## src/rtl/bus_arbiter.sv

```systemverilog
// -----------------------------------------------------------------------------
// bus_arbiter
//
// Shares one streaming output bus among NUM_REQ requesters. A requester raises
// req with a burst length on req_numSteps; the arbiter picks a winner while
// idle, pulses req_start for it and then forwards exactly that many words from
// the owner to the output with no added latency. A zero-length grant
// consumes the request without entering BURST.
//
// Configuration macro:
//   BUS_ARBITER_ROUNDROBIN_EN  defined   -> round-robin, search starts one past
//                                           the last winner
//                              undefined -> fixed priority, lowest index wins
//
// Ports:
//   clk             in   clock, all state on rising edge
//   rst             in   asynchronous reset, active low
//   req             in   [NUM_REQ]        burst request (level)
//   req_numSteps    in   [NUM_REQ*CNT_W]  burst length per requester
//   req_start       out  [NUM_REQ]        one-hot grant pulse
//   in_data         in   [NUM_REQ*W]      data per requester
//   in_isReady      in   [NUM_REQ]        requester offers a word
//   in_canReceive   out  [NUM_REQ]        arbiter accepts a word
//   out_data        out  [W]              forwarded word
//   out_isReady     out                   word valid towards downstream
//   out_canReceive  in                    downstream can accept
//   out_isLast      out                   final word of the burst
//   busy            out                   burst in progress
//   owner           out  [$clog2(NUM_REQ)] current/last granted requester
// -----------------------------------------------------------------------------
module bus_arbiter #(
    parameter int NUM_REQ = 4,
    parameter int W       = 64,
    parameter int CNT_W   = 8
) (
    input  logic                         clk,
    input  logic                         rst,
    input  logic [NUM_REQ-1:0]           req,
    input  logic [NUM_REQ*CNT_W-1:0]     req_numSteps,
    output logic [NUM_REQ-1:0]           req_start,
    input  logic [NUM_REQ*W-1:0]         in_data,
    input  logic [NUM_REQ-1:0]           in_isReady,
    output logic [NUM_REQ-1:0]           in_canReceive,
    output logic [W-1:0]                 out_data,
    output logic                         out_isReady,
    input  logic                         out_canReceive,
    output logic                         out_isLast,
    output logic                         busy,
    output logic [$clog2(NUM_REQ)-1:0]   owner
);

    localparam int OW = $clog2(NUM_REQ);

    typedef enum logic {
        ST_IDLE,
        ST_BURST
    } state_t;

    state_t            state_q, state_d;
    logic [CNT_W-1:0]  cnt_q, cnt_d;
    logic [OW-1:0]     owner_q, owner_d;
`ifdef BUS_ARBITER_ROUNDROBIN_EN
    logic [OW-1:0]     ptr_q, ptr_d;
`endif

    logic [OW-1:0]     win;
    logic [CNT_W-1:0]  win_steps;
    logic [W-1:0]      sel_data;
    logic              sel_ready;
    logic              can_rx;
    logic              xfer;

    // Winner selection. Loops run from lowest to highest priority so that the
    // last match written is the highest-priority requester.
    always_comb begin
        win = '0;
`ifdef BUS_ARBITER_ROUNDROBIN_EN
        for (int k = NUM_REQ; k >= 1; k--) begin
            logic [OW-1:0] idx;
            idx = OW'((int'(ptr_q) + k) % NUM_REQ);
            if (req[idx]) begin
                win = idx;
            end
        end
`else
        for (int i = NUM_REQ - 1; i >= 0; i--) begin
            if (req[OW'(i)]) begin
                win = OW'(i);
            end
        end
`endif
    end

    // Slice muxes for the winner's burst length and the owner's data lane.
    always_comb begin
        win_steps = '0;
        sel_data  = '0;
        sel_ready = 1'b0;
        for (int i = 0; i < NUM_REQ; i++) begin
            if (win == OW'(i)) begin
                win_steps = req_numSteps[i*CNT_W +: CNT_W];
            end
            if (owner_q == OW'(i)) begin
                sel_data  = in_data[i*W +: W];
                sel_ready = in_isReady[OW'(i)];
            end
        end
    end

    always_comb begin
        state_d       = state_q;
        cnt_d         = cnt_q;
        owner_d       = owner_q;
`ifdef BUS_ARBITER_ROUNDROBIN_EN
        ptr_d         = ptr_q;
`endif
        req_start     = '0;
        in_canReceive = '0;
        out_isReady   = 1'b0;
        out_isLast    = 1'b0;
        out_data      = '0;
        can_rx        = 1'b0;
        xfer          = 1'b0;

        case (state_q)
            ST_IDLE: begin
                // rst gating keeps the combinational grant silent while the
                // asynchronous reset is held.
                if (rst && (req != '0)) begin
                    req_start[win] = 1'b1;
                    owner_d        = win;
                    cnt_d          = win_steps;
`ifdef BUS_ARBITER_ROUNDROBIN_EN
                    ptr_d          = win;
`endif
                    if (win_steps != '0) begin
                        state_d = ST_BURST;
                    end
                end
            end
            ST_BURST: begin
                can_rx                 = out_canReceive && (cnt_q != '0);
                in_canReceive[owner_q] = can_rx;
                xfer                   = can_rx && sel_ready;
                out_isReady            = xfer;
                out_isLast             = xfer && (cnt_q == CNT_W'(1));
                // Data is zeroed between transfers so it never carries X.
                out_data               = xfer ? sel_data : '0;
                if (xfer) begin
                    cnt_d = cnt_q - CNT_W'(1);
                    if (cnt_q == CNT_W'(1)) begin
                        state_d = ST_IDLE;
                    end
                end
            end
            default: begin
                state_d = ST_IDLE;
            end
        endcase
    end

    always_ff @(posedge clk or negedge rst) begin
        if (!rst) begin
            state_q <= ST_IDLE;
            cnt_q   <= '0;
            owner_q <= '0;
`ifdef BUS_ARBITER_ROUNDROBIN_EN
            ptr_q   <= OW'(NUM_REQ - 1);
`endif
        end else begin
            state_q <= state_d;
            cnt_q   <= cnt_d;
            owner_q <= owner_d;
`ifdef BUS_ARBITER_ROUNDROBIN_EN
            ptr_q   <= ptr_d;
`endif
        end
    end

    assign busy  = (state_q == ST_BURST);
    assign owner = owner_q;

endmodule

```

## config.mk

```make
export PLATFORM = sky130hd
export DESIGN_NAME = bus_arbiter
export DESIGN_NICKNAME = d
export VERILOG_FILES = /design/src/rtl/bus_arbiter.sv
export SDC_FILE = /design/constraint.sdc
export NUM_CORES = 1
export LEC_CHECK = 0
export BUFFER_PORTS_ARGS = -buffer_cell sky130_fd_sc_hd__buf_2
export CAP_MARGIN = 20
export CORE_AREA = 8 8 139 141
export DETAILED_ROUTE_END_ITERATION = 8
export DIE_AREA = 0 0 147 149
export SYNTH_ARGS = -nofsm -noshare
export SYNTH_HDL_FRONTEND = slang
export SYNTH_SLANG_ARGS = --single-unit
```

## constraint.sdc

```tcl
create_clock -name clk -period 3.14 [get_ports clk]
set_input_delay 0.785 -clock clk [delete_from_list [all_inputs] [get_ports clk]]
set_output_delay 0.785 -clock clk [all_outputs]
set_load 0.1 [all_outputs]
```

==> metrics <==
status complete, no violations; Yosys top cell by area mux2i_1; via count 2730; DR iter-0 viols 82; setup tns final 0 ns; die footprint 21900 um2; Arr. time, crit path 2.27 ns; worst hold margin 0.3398 ns; routed wire length 10570 um; total power 3.951 mW; layout cells sized above 1 0.7046; Std-Cell Rows 48; Final ANT Viol Nets 0; worst hold path class in2async; crit end category primary output; Synth-to-Final Area Change 136.5%; EDFF count, synth 0; most used routing layer met2; Synth Flop Type dfrtp_1; Netlist cell types 43; nature of the critical path startpoint flip-flop; drt pass-1 iters 4; yosys warns 0; r2r worst-path depth 6; Initial Util 0.1074; HPWL Detailed 8733 um; Die X 147 um; TritonCTS buffer count 3; Clock transition at path regs 0.04 ns; Critical-path top delay cell or4_4; grt met2 use 0.1627; Setup-failing EPs final 0; met1 GRT Util 0.09844; syn avg cell area 7.601 um2; final core occ 0.2540; global placement routability congestion 0.8025; synth top area cells mux2i_1 (38%), nor2_1 (15%), dfrtp_1 (14%); R2R Path End cnt_q[2]$_DFFE_PN0P_; first-pass GRT wire length 15730 um; crit path time final 3.056 ns; Worst Max-Slew Pin Slew 0.6533 ns; vias per cell 3.906; CTS tree done; Mapped Area 1832 um2; Worst Path Class, Setup reg2out; Critical Path RT 2.35 ns; Die H 149 um; clk buf depth 2; final hold vios 0; #FFs+latches synth 10; core footprint 17060 um2; Lkg Pwr 2.111 nW; ys async rst share 1.000; reg2reg start cnt_q[5]$_DFFE_PN0P_; Mapped Cells 241; Ports 376; Worst path max stage delay 0.62 ns; Filler cells 1830; fin nets 776; max-cap check violation count 0; vias in the first global route 2866; residual DRC count 0; final worst-path cycle share 0.9732; CTS root buf clkbuf_16; initial antenna violation count 0; # diodes 0; largest net degree at the start of global routing 70; Peak supply drop 0.3899 mV; met3 GRT Util 0.02367; Final Skew 0.001348 ns; H-tree depth 1; All-Layer GR Usage 0.08710; Clk Latency, worst-skew pair 0.24 ns; worst reg2reg setup slack 0.84 ns; CTS Hold Bufs 0; wire per inst 15.12 um; crit-path cells or4_4 -> o2111ai_4 -> buf_6 -> buf_12 -> buf_16 -> buf_4 -> nor2_4 -> buf_8; Slew HR 0.5604; Pins Over Slew Limit 0; Sink Count 10; sequential cell area fraction in the yosys report 0.1366; Fmax 327.3 MHz; PwrDens 911.8 nW/um2; CP max FO 6; top cell type's share of synthesized area 0.3770; IO Port Bufs 224; GRT overflow 0
## area by class of cell
class | instances | area, um2 | share of cell area
multi-input combinational | 208 | 1954 | 0.4511
tap | 225 | 281.5 | 0.06497
timing repair buffer | 248 | 1739 | 0.4014
inverter | 4 | 15.01 | 0.003465
clock buffer | 4 | 88.84 | 0.02050
sequential | 10 | 254.0 | 0.05862
## state kept, by name, summed over array words and instances, names as in the netlist
name	count
owner	1
cnt_q	8
busy	1
## through the flow
| stage | cell area, um2 | instances | setup slack [ns] |
|---|---|---|---|
| after global placement | 3871 | 689 | 0.1185 |
| final | 4333 | 699 | 0.08425 |
| after floorplan | 2350 | 245 | -0.2203 |
| after detailed placement | 3871 | 689 | 0.1155 |
| after global routing | 4333 | 699 | -0.008015 |
| after CTS | 4270 | 698 | 0.02979 |
## kinds of logic after synthesis
| family | share of synthesized area |
|---|---|
| AO/OA/AOI/OAI | 0.1120 |
| adder cells (fa/ha/maj) | 0.01366 |
| buffers and inverters | 0.08059 |
| flip-flops | 0.1366 |
| multiplexers | 0.4016 |
| other | 0.002047 |
| AND/OR/NAND/NOR | 0.2534 |
## repair_timing
item,CTS,global route
pin swaps,1,1
gates cloned,2,0
resized for setup,75,17
setup buffers,3,1
endpoints found under the hold margin,0,0
endpoints found under the setup margin,61,65
## routing by layer
layer  vias to the layer above  part of all wire  wire length, um
met1                      1243              0.39             4167
met2                       152              0.51             5427
met3                         4             0.088              932
met5                         -                 0                0
li1                       1331                 -                -
met4                         0            0.0042               44
## cells in the final DEF, fill, tap and decap left out, types with 2 or more instances in the layout
cell / instances
buf_2: 174
mux2i_1: 69
nor2_4: 60
buf_6: 34
buf_4: 26
buf_12: 10
nand2_1: 9
dfrtp_1: 9
nor2_1: 6
nor2_2: 5
nor4_1: 5
o22ai_1: 5
conb_1: 5
mux2_2: 4
inv_2: 3
a32o_1: 3
clkbuf_16: 3
or4b_2: 2
or4_1: 2
nor2b_1: 2
o21ai_0: 2
nor3b_1: 2
a22o_1: 2
buf_8: 2
## worst max-delay path by stage
stage / slack, ns / endpoint / cells after the start / start
2_1_floorplan: -0.22 / out_isLast / 2 / busy$_DFF_PN0_
3_3_place_gp: 0.12 / out_data[6] / 8 / cnt_q[0]$_DFFE_PN0P_
3_5_place_dp: 0.12 / out_data[6] / 8 / cnt_q[0]$_DFFE_PN0P_
4_1_cts: 0.03 / out_data[48] / 10 / cnt_q[0]$_DFFE_PN0P_
5_1_grt: -0.008 / out_data[27] / 9 / cnt_q[0]$_DFFE_PN0P_
6_report: 0.08 / out_data[48] / 8 / cnt_q[5]$_DFFE_PN0P_
## power breakdown
group          internal (mW)  total, mW  leakage, nW  switching, mW
Combinational           1.07       3.44         1.95           2.37
Sequential             0.192      0.255        0.118         0.0631
Clock                  0.192      0.259       0.0442         0.0667
Total                   1.45       3.95         2.11           2.50
## synth_stat cells, types with 2 or more instances
cell / instances
nand2_1: 9
inv_1: 3
clkbuf_1: 4
dfrtp_1: 10
nor2_1: 71
nor4_1: 6
mux2i_1: 69
a32o_1: 3
o21ai_0: 2
buf_4: 9
or4b_2: 2
buf_2: 4
mux2_2: 4
nor3_1: 2
or4_1: 2
buf_1: 5
o22ai_1: 5
nor2b_1: 2
ha_1: 2
nor3b_1: 3
a22o_1: 2
## worst max-delay path: cells and delay by family (launching register included)
kind                   cells  cell delay, ns
flip-flops                 1            0.43
buffers and inverters      5            0.69
AO/OA/AOI/OAI              1            0.24
AND/OR/NAND/NOR            2            0.66
No activity file was read; power rests on OpenSTA's default activity.
